`src/rtl/inv_butterfly_ser.sv`:
```
// Serial inverse radix-2 butterfly: y1,y2 in -> a=(y1+y2)>>>1, b=(y1-y2)>>>1 out, per component.
// a valid the cycle after y2 is taken, b after a is taken; input stalls while results are pending, outputs hold under backpressure.
module inv_butterfly_ser #(
    parameter int n = 16
) (
    input  logic         clk,
    input  logic         rst_n,
    input  logic [n-1:0] in_data,
    input  logic         in_valid,
    output logic         in_ready,
    output logic [n-1:0] out_data,
    output logic         out_valid,
    input  logic         out_ready,
    output logic         out_last,
    output logic         inexact
);
    localparam int H = n / 2;

    typedef enum logic [1:0] {S_Y1, S_Y2, S_OUT_A, S_OUT_B} state_t;

    state_t       state_q, state_d;
    logic [n-1:0] y1_q, y1_d;
    logic [n-1:0] a_q, a_d;
    logic [n-1:0] b_q, b_d;
    logic         inexact_q, inexact_d;

    logic signed [H:0] y1_re, y1_im, y2_re, y2_im;
    logic signed [H:0] a_re, a_im, b_re, b_im;
    logic              in_fire, out_fire;

    // One guard bit is enough: sums and differences of two H-bit values fit in H+1 bits.
    assign y1_re = {y1_q[n-1], y1_q[n-1:H]};
    assign y1_im = {y1_q[H-1], y1_q[H-1:0]};
    assign y2_re = {in_data[n-1], in_data[n-1:H]};
    assign y2_im = {in_data[H-1], in_data[H-1:0]};

    assign a_re = y1_re + y2_re;
    assign a_im = y1_im + y2_im;
    assign b_re = y1_re - y2_re;
    assign b_im = y1_im - y2_im;

    assign in_ready  = (state_q == S_Y1) || (state_q == S_Y2);
    assign out_valid = (state_q == S_OUT_A) || (state_q == S_OUT_B);
    assign out_last  = (state_q == S_OUT_B);
    assign out_data  = out_last ? b_q : a_q;
    assign inexact   = inexact_q;

    assign in_fire  = in_valid && in_ready;
    assign out_fire = out_valid && out_ready;

    always_comb begin
        state_d   = state_q;
        y1_d      = y1_q;
        a_d       = a_q;
        b_d       = b_q;
        inexact_d = inexact_q;
        case (state_q)
            S_Y1: begin
                if (in_fire) begin
                    y1_d    = in_data;
                    state_d = S_Y2;
                end
            end
            S_Y2: begin
                if (in_fire) begin
                    // Dropping bit 0 of each result is the floor halving.
                    a_d       = {a_re[H:1], a_im[H:1]};
                    b_d       = {b_re[H:1], b_im[H:1]};
                    inexact_d = inexact_q | a_re[0] | a_im[0] | b_re[0] | b_im[0];
                    state_d   = S_OUT_A;
                end
            end
            S_OUT_A: begin
                if (out_fire) state_d = S_OUT_B;
            end
            S_OUT_B: begin
                if (out_fire) state_d = S_Y1;
            end
            default: state_d = S_Y1;
        endcase
    end

    always_ff @(posedge clk or negedge rst_n) begin
        if (!rst_n) begin
            state_q   <= S_Y1;
            y1_q      <= '0;
            a_q       <= '0;
            b_q       <= '0;
            inexact_q <= 1'b0;
        end else begin
            state_q   <= state_d;
            y1_q      <= y1_d;
            a_q       <= a_d;
            b_q       <= b_d;
            inexact_q <= inexact_d;
        end
    end
endmodule

```
`config.mk`:
```
export PLATFORM = sky130hd
export DESIGN_NAME = inv_butterfly_ser
export DESIGN_NICKNAME = d
export VERILOG_FILES = /design/src/rtl/inv_butterfly_ser.sv
export SDC_FILE = /design/constraint.sdc
export NUM_CORES = 1
export LEC_CHECK = 0
export ABC_AREA = 1
export BUFFER_PORTS_ARGS = -buffer_cell sky130_fd_sc_hd__buf_4
export CORE_MARGIN = 1
export CORE_UTILIZATION = 60
export CTS_CLUSTER_SIZE = 40
export DETAILED_ROUTE_END_ITERATION = 7
export GPL_TIMING_DRIVEN = 0
export PLACE_DENSITY = 0.81
export SYNTH_ARGS = -nofsm -noshare
export SYNTH_HDL_FRONTEND = slang
export SYNTH_SLANG_ARGS = --single-unit
```
`constraint.sdc`:
```
create_clock -name clk -period 2.45 [get_ports clk]
set_input_delay 0.49 -clock clk [delete_from_list [all_inputs] [get_ports clk]]
set_output_delay 0.49 -clock clk [all_outputs]
set_load 0.005 [all_outputs]
```
==> impl_metrics.toml, run 1 <==
[setup_path]
r2r-start = "y1_q[8]$_DFFE_PN0P_"
cp_top_family = "buffers and inverters"
critPathKind = "reg2out"
cp.arrival_ns = 1.78
cp_num_buf_inv = 3
cp_max_fo = 10
crit_path_end = "out_data[10]"
endpoint_kind = "output port"
worstPathCellList = "ha_1 -> buf_6 -> buf_2 -> mux2_2 -> buf_4"
critPathLaunchType = "register"
cp.depth = 5
slowest_stage = "dfrtp_1"
worstRegToRegCells = 11
critPathRequiredTime_ns = 1.96
startpoint = "state_q[0]$_DFFE_PN0P_"
slowest_delay_ns = 0.40
r2r-end = "b_q[15]$_DFFE_PN0P_"
r2r_setup_slack_ns = 0.66

[layout]
multi_input_area_mm2 = 0.00206
n_fill_cell = 518
drive_above_1_share_pct = 13.5
area_growth_pct = 13.2
seq_area_mm2 = 0.00128
stdcell_area_mm2 = 0.00423
final_net_count = 624
diodes = 0

[sta]
finClkSkew_ns = 0.00584
period_needed_ns = 2.27
setup_viol = 0
grt_setup_unrepaired = "false"
layout_setup_ws_ns = 0.179
tightestPinTransition_ns = 0.654
slew-limit-headroom_pct = 56.4
fin_setup_tns_ns = 0
fmax_mhz = 440
final_max_slew_viol_count = 0
finalHoldViolCount = 0
post-route-period-util_pct = 92.7
hold-worst-slack_ns = 0.184

[grt]
grt_max_degree = 52
grt_pass1_vias = 2944
overflow = 0
track_usage_pct = 27.7
grt_pass1_wl_um = 13900
antenna_found_initial = 0

[clocking]
cts_resized = 0
tritoncts = "built"
cts_setup_buffers = 0
numCtsBuffers = 5
clk_pin_slew_ns = 0.09
numClockSinks = 51
clkLatencyLatePin_ns = 0.31
holdBufCountCts = 0
clk_path_buf_depth = 2
h-tree-depth = 2
cts_root_buf = "clkbuf_8"

[floorplanning]
die-area_mm2 = 0.00655
floorplan.rows = 28
core_area_mm2 = 0.00596
initial_core_util_pct = 62.8
die_y_um = 81.0
die_x_um = 81.0
io_pins = 40

[placement]
dp_hpwl_um = 6610
gp_congestion = 0.937
post-place-ws_ns = 0.460
post_dp_cell_area_mm2 = 0.00413
port_buffers = 39

[yosys]
avgSynthCellArea_um2 = 7.24
synth_warnings = 0
syn-num-nets = 578
synth_area_mm2 = 0.00374
synth_xor_area_share_pct = 1.40
synth_compound_area_share_pct = 9.40
muxShareOfSynthArea_pct = 2.41
ys_seq_elements = 51
yosys.area_share.simple_pct = 27.2
syn_inst = 517
synthAdderAreaFrac_pct = 14.5
synth_cell_types = 25
synth.yosys.seq_area_share_pct = 34.1
synth_top_family_by_area = "simple AND/OR/NAND/NOR gates"

[worst_hold_path]
min_path_type = "in2async"

[route]
drt_first_pass_iters = 5
viasPerCell = 5.26
drt-initial-drc-count = 172
ant_nets = 0
num_vias = 3353
wire_per_inst_um = 13.1
drc = 0
route.final.wire_length_um = 8390

[power]
p_leak_nw = 2.40
powerDensity_mw_per_mm2 = 1240
p_total_mw = 5.24
ir_drop_mv = 0.618

[flow_run]
drv_cap = 0

[run_status]
status = "finished clean"
[area by class of cell]
type | instances | area share [%]
Clock inverter | 2 | 0.887
Buffer | 16 | 2.39
Multi-Input combinational cell | 368 | 48.6
Sequential cell | 51 | 30.1
Tap cell | 75 | 2.22
Timing Repair Buffer | 39 | 6.91
Inverter | 82 | 7.27
Clock buffer | 5 | 1.63
[how the worst min path moves through the flow]
stage	startpoint	endpoint	cells past startpoint
detailed placement	b_q[14]$_DFFE_PN0P_	b_q[14]$_DFFE_PN0P_	2
CTS	rst_n	y1_q[6]$_DFFE_PN0P_	1
global placement	inexact$_DFFE_PN0P_	inexact$_DFFE_PN0P_	1
finish	rst_n	y1_q[6]$_DFFE_PN0P_	1
floorplan	rst_n	a_q[0]$_DFFE_PN0P_	0
global route	rst_n	y1_q[6]$_DFFE_PN0P_	1
[flip-flops by register name (all words and copies together), names as in the netlist]
register / count
a_q: 16
inexact: 1
b_q: 16
state_q: 2
y1_q: 16
[power breakdown]
part	switching [mW]	total [mW]	leakage [nW]	internal (mW)
registers	0.238	1.48	0.626	1.24
clock network	0.289	0.588	0.0502	0.299
logic	1.86	3.17	1.73	1.31
total	2.39	5.24	2.40	2.85
[per-layer routing]
metal / up-vias / share of wire (%) / GRT usage [%]
met2: 95 / 43 / 40.7
met1: 1552 / 51 / 42.9
met3: 7 / 4.7 / 3.71
met5: - / 0 / 0
li1: 1699 / - / -
met4: 0 / 0.73 / 6.61
[cells by family (layout without fill, tap and decap cells)]
kind of cell,count (synthesis),count (layout)
AOI/OAI and AO/OA,64,64
xor gates and xnor gates,6,6
adders and majority gates,41,41
buffers and inverters,98,144
DFF,51,51
muxes,8,8
and+or+nand+nor,249,249
[layout by cell type (no fill, tap or decap), types with 3 or more instances in the layout]
master    Yosys  layout
fa_1          4       4
inv_1        79      79
buf_6         4       4
inv_2         3       3
o21ai_0      41      41
xor2_1        6       6
buf_4         2      41
nor2_1       24      24
dfrtp_1      51      51
buf_2         3       3
ha_1         37      37
nand2_1     173     173
or2_2         4       4
nand3_1      42      42
a21oi_1      14      14
nand3b_1      3       3
mux2_2        8       8
clkbuf_1      7       7
clkbuf_8      0       5
[cells in the mapped netlist (all sizes together)]
cell type	number	share of area (%)
a21oi	16	2.3
a22oi	1	0.57
buf	9	2.0
clkbuf	7	0.70
dfrtp	51	34
fa	4	2.1
ha	37	12
inv	82	8.2
mux2	8	2.4
nand2	175	18
nand3	42	5.6
nand3b	3	0.60
nor2	24	2.4
o21ai	43	5.8
o21bai	2	0.40
o22ai	2	0.33
or2	5	0.90
xor2	6	1.4
[metrics by stage]
stage	cells	utilization, %
floorplan	517	-
global placement	631	69.3
detailed placement	631	69.3
CTS	638	71.1
global route	638	71.1
finish	638	71.1
(Power assumes the default switching activity.)
==> run 2: changes to the inputs <==
Settings changed: BUFFER_PORTS_ARGS -buffer_cell sky130_fd_sc_hd__buf_4 to -buffer_cell sky130_fd_sc_hd__buf_2.
==> run 2 against run 1 <==
Fmax up 0.28%. Clock power about the same. Cell count did not move. Critical path depth up 1. Total power shrank 2.3%. Sequential share of layout area rose by 0.71 points. Register-to-register slack lost 0.02 ns. Routed wire length is essentially flat. Core utilization is 1.6 points lower. Combinational power down 4%.
==> impl_metrics.toml, run 2 (synthesis gave the netlist of run 1 again) <==
[layout]
area_growth_pct = 10.6
final_net_count = 624
n_fill_cell = 558
drive_above_1_share_pct = 13.5
final_cell_mix = "173 x nand2_1, 79 x inv_1, 51 x dfrtp_1"
final_common_cell = "nand2_1"
final_util_pct = 69.5
reg_top3 = "a_q: 16 flops, b_q: 16 flops, y1_q: 16 flops"
diodes = 0

[grt]
grt_pass1_wl_um = 13800
track_usage_pct = 27.8
antenna_found_initial = 0
grt_pass1_vias = 2919
grt_max_degree = 52
overflow = 0

[clocking]
cts_setup_buffers = 0
h-tree-depth = 2
holdBufCountCts = 0
numClockSinks = 51
cts_root_buf = "clkbuf_8"
numCtsBuffers = 5
cts_resized = 0
clkLatencyLatePin_ns = 0.31
clk_path_buf_depth = 2
clk_pin_slew_ns = 0.09
tritoncts = "built"

[floorplanning]
core_area_mm2 = 0.00596
initial_core_util_pct = 62.8
die_x_um = 81.0
die-area_mm2 = 0.00655
die_y_um = 81.0
io_pins = 40
floorplan.rows = 28

[power]
p_leak_nw = 2.38
powerDensity_mw_per_mm2 = 1240
ir_drop_mv = 0.636

[setup_path]
critPathKind = "reg2out"
slowest_delay_ns = 0.40
r2r_setup_slack_ns = 0.64
critPathRequiredTime_ns = 1.96
slowest_stage = "dfrtp_1"
r2r-start = "y1_q[8]$_DFFE_PN0P_"
endpoint_kind = "output port"
cp_top_family = "buffers and inverters"
worstPathCellList = "ha_1 -> buf_6 -> clkbuf_1 -> nand2_1 -> o21ai_0 -> buf_2"
cp.depth = 6
startpoint = "state_q[0]$_DFFE_PN0P_"
worstRegToRegCells = 11
cp_max_fo = 10
cp_num_buf_inv = 3
cp.arrival_ns = 1.77
critPathLaunchType = "register"

[route]
viasPerCell = 5.14
drt-initial-drc-count = 158
wl_met3_um = 277
met1_length_um = 4350
num_vias = 3281
wire_per_inst_um = 13.2
route.final.wire_length_um = 8390
drc = 0
wl_met2_um = 3690
ant_nets = 0
highest_layer = "met4"
drt_first_pass_iters = 4

[placement]
gp_congestion = 0.935
port_buffers = 39
dp_hpwl_um = 6570

[sta]
fin_setup_tns_ns = 0
grt_setup_unrepaired = "false"
period_needed_ns = 2.26
final_max_slew_viol_count = 0
setup_viol = 0
post-route-period-util_pct = 92.4
slew-limit-headroom_pct = 25.1
tightestPinTransition_ns = 1.12
finalHoldViolCount = 0
finClkSkew_ns = 0.00437
fmax_mhz = 442

[flow_run]
drv_cap = 0

[worst_hold_path]
min_path_type = "in2async"

[run_status]
status = "finished clean"
==> run 2: cell counts in the layout (fill, tap and decap cells not counted) <==
No cell type changed its count.
==> run 2: cell type report <==
cell class | count | area [um^2] | share of cell area [%]
Multi-Input combinational cell | 368 | 2060 | 49.7
Sequential cell | 51 | 1280 | 30.9
Inverter | 82 | 308 | 7.44
Timing Repair Buffer | 39 | 195 | 4.72
Buffer | 16 | 101 | 2.45
Tap cell | 75 | 93.8 | 2.27
Clock buffer | 5 | 68.8 | 1.66
Clock inverter | 2 | 37.5 | 0.907
==> run 2: layer usage <==
| metal | GRT usage, % | up-vias |
|---|---|---|
| met1 | 41.8 | 1524 |
| met3 | 4.04 | 8 |
| li1 | - | 1693 |
| met2 | 42.4 | 56 |
| met4 | 5.71 | 0 |
| met5 | 0 | - |
==> run 2: final timing paths <==
kind | to
worst max-delay path | out_data[8]
worst min-delay path | y1_q[7]$_DFFE_PN0P_
worst min register to register | inexact$_DFFE_PN0P_
worst max register to register | b_q[15]$_DFFE_PN0P_
min in group clk | y1_q[5]$_DFFE_PN0P_
max in group asynchronous | b_q[10]$_DFFE_PN0P_
==> run 2: report_power, final <==
group | switching (mW) | internal [mW]
logic | 1.85 | 1.20
clock network | 0.288 | 0.299
registers | 0.241 | 1.24
total | 2.38 | 2.74
==> run 2: per-stage QoR <==
step	area, um^2	std cells	setup slack, ns	power (mW)	hold slack [ns]
CTS	4140	638	0.169	5.11	0.431
floorplan	3740	517	0.771	3.66	0.194
detailed placement	4030	631	0.464	4.50	0.456
global placement	4030	631	0.509	4.35	0.448
finish	4140	638	0.185	5.12	0.382
global route	4140	638	0.0505	5.64	0.474
==> run 3: changes to the inputs <==
Settings changed: CELL_PAD_IN_SITES_DETAIL_PLACEMENT set to 0, CELL_PAD_IN_SITES_GLOBAL_PLACEMENT set to 1, CORE_UTILIZATION 60 to 47, HOLD_SLACK_MARGIN set to 0.03, PLACE_DENSITY 0.81 to unset, PLACE_DENSITY_LB_ADDON set to 0.1.
==> run 3 against run 2 <==
Flip-flop and latch count is the same. Total power down 0.88%. Routed wire length increased by 0.75%. Register-to-register slack improved by 0.03 ns. Sequential share of layout area fell by 0.22 points. Critical path type unchanged. Critical endpoint is now out_data[11]. Highest routed layer unchanged.
==> impl_metrics.toml, run 3 (synthesis gave the netlist of run 1 again) <==
[placement]
port_buffers = 39
dp_hpwl_um = 6730
gp_congestion = 0.818
place_inst = 658
post_dp_cell_area_mm2 = 0.00406
post-place-ws_ns = 0.458

[grt]
track_usage_pct = 22.8
antenna_found_initial = 0
grt_max_degree = 52
overflow = 0
grt_pass1_vias = 3052
grt_pass1_wl_um = 14900

[route]
viasPerCell = 4.76
ant_nets = 0
drt-initial-drc-count = 127
wire_per_inst_um = 12.7
drc = 0
num_vias = 3158
drt_first_pass_iters = 5
route.final.wire_length_um = 8460

[sta]
post-route-period-util_pct = 93.8
slew-limit-headroom_pct = 23.9
hold-worst-slack_ns = 0.405
period_needed_ns = 2.30
final_max_slew_viol_count = 0
setup_viol = 0
fmax_mhz = 435
finalHoldViolCount = 0
tightestPinTransition_ns = 1.14
finClkSkew_ns = 0.00556
fin_setup_tns_ns = 0
layout_setup_ws_ns = 0.151
grt_setup_unrepaired = "false"

[run_status]
status = "finished clean"

[setup_path]
cp_max_fo = 16
crit_path_end = "out_data[11]"
critPathRequiredTime_ns = 1.96
r2r-end = "b_q[7]$_DFFE_PN0P_"
critPathLaunchType = "register"
critPathKind = "reg2out"
startpoint = "state_q[0]$_DFFE_PN0P_"
r2r_setup_slack_ns = 0.67
r2r-start = "y1_q[0]$_DFFE_PN0P_"
cp.arrival_ns = 1.81
endpoint_kind = "output port"
worstRegToRegCells = 11

[clocking]
tritoncts = "built"
holdBufCountCts = 0
cts_resized = 0
numClockSinks = 51
cts_setup_buffers = 0
clk_pin_slew_ns = 0.09
clk_path_buf_depth = 2
cts_root_buf = "clkbuf_8"
numCtsBuffers = 5
clkLatencyLatePin_ns = 0.30
h-tree-depth = 2

[layout]
diodes = 0
reg_top3 = "a_q: 16 flops, b_q: 16 flops, y1_q: 16 flops"
area_growth_pct = 11.4
fin_cells = 664
final_common_cell = "nand2_1"
final_net_count = 623
drive_above_1_share_pct = 13.5
stdcell_area_mm2 = 0.00417
final_cell_mix = "173 x nand2_1, 79 x inv_1, 51 x dfrtp_1"
final_util_pct = 53.9

[power]
p_leak_nw = 2.37
p_comb_share_pct = 59.5
intPower_mw = 2.73
p_total_mw = 5.07
ir_drop_mv = 0.442
p_seq_share_pct = 29.0
power.share.clock_pct = 11.5
power.switching_mw = 2.34
powerDensity_mw_per_mm2 = 1220
p_sw_share_pct = 46.1

[floorplanning]
floorplan.rows = 32
core_area_mm2 = 0.00773
initial_core_util_pct = 48.4
die_y_um = 91.2
die-area_mm2 = 0.00832
io_pins = 40
die_x_um = 91.2

[worst_hold_path]
min_path_type = "in2async"

[flow_run]
drv_cap = 0
-- run 3: changes by cell type in the layout (fill, tap and decap cells not counted) --
| cell | previous run | this run |
|---|---|---|
| clkbuf_1 | 7 | 6 |
-- run 3: area by class of cell --
type	instances	area (um^2)
Clock buffer	5	68.8
Buffer	15	97.6
Fill cell	793	3560
Inverter	82	308
Multi-Input combinational cell	368	2060
Sequential cell	51	1280
Clock inverter	2	37.5
Tap cell	102	128
Timing Repair Buffer	39	195
-- run 3: how the worst min path moves through the flow --
stage	startpoint	end	slack (ns)	cells after the start
finish	rst_n	a_q[6]$_DFFE_PN0P_	0.41	1
global route	in_data[8]	y1_q[8]$_DFFE_PN0P_	0.48	3
CTS	rst_n	b_q[13]$_DFFE_PN0P_	0.46	1
detailed placement	inexact$_DFFE_PN0P_	inexact$_DFFE_PN0P_	0.45	1
global placement	inexact$_DFFE_PN0P_	inexact$_DFFE_PN0P_	0.45	1
floorplan	rst_n	a_q[0]$_DFFE_PN0P_	0.19	0
-- run 3: metal layers --
metal	track usage, %	up-vias	share of wire (%)
met1	36.0	1403	59
li1	-	1695	-
met2	32.9	54	37
met4	4.76	0	0.73
met5	0	-	0
met3	2.85	6	3.2
-- run 3: critical path: stages, from the launching register on --
cell and delay (ns):
dfrtp_1 0.39, ha_1 0.20, buf_6 0.18, buf_2 0.25
mux2_2 0.37, buf_2 0.13
-- run 3: power groups by stage --
stage	Combinational (mW)	Sequential (mW)	Clock, mW
after global placement	2.97	1.46	0
after detailed placement	3.02	1.49	0
after global routing	3.52	1.53	0.634
after CTS	3.04	1.47	0.603
final	3.02	1.47	0.584
after floorplan	2.22	1.43	0
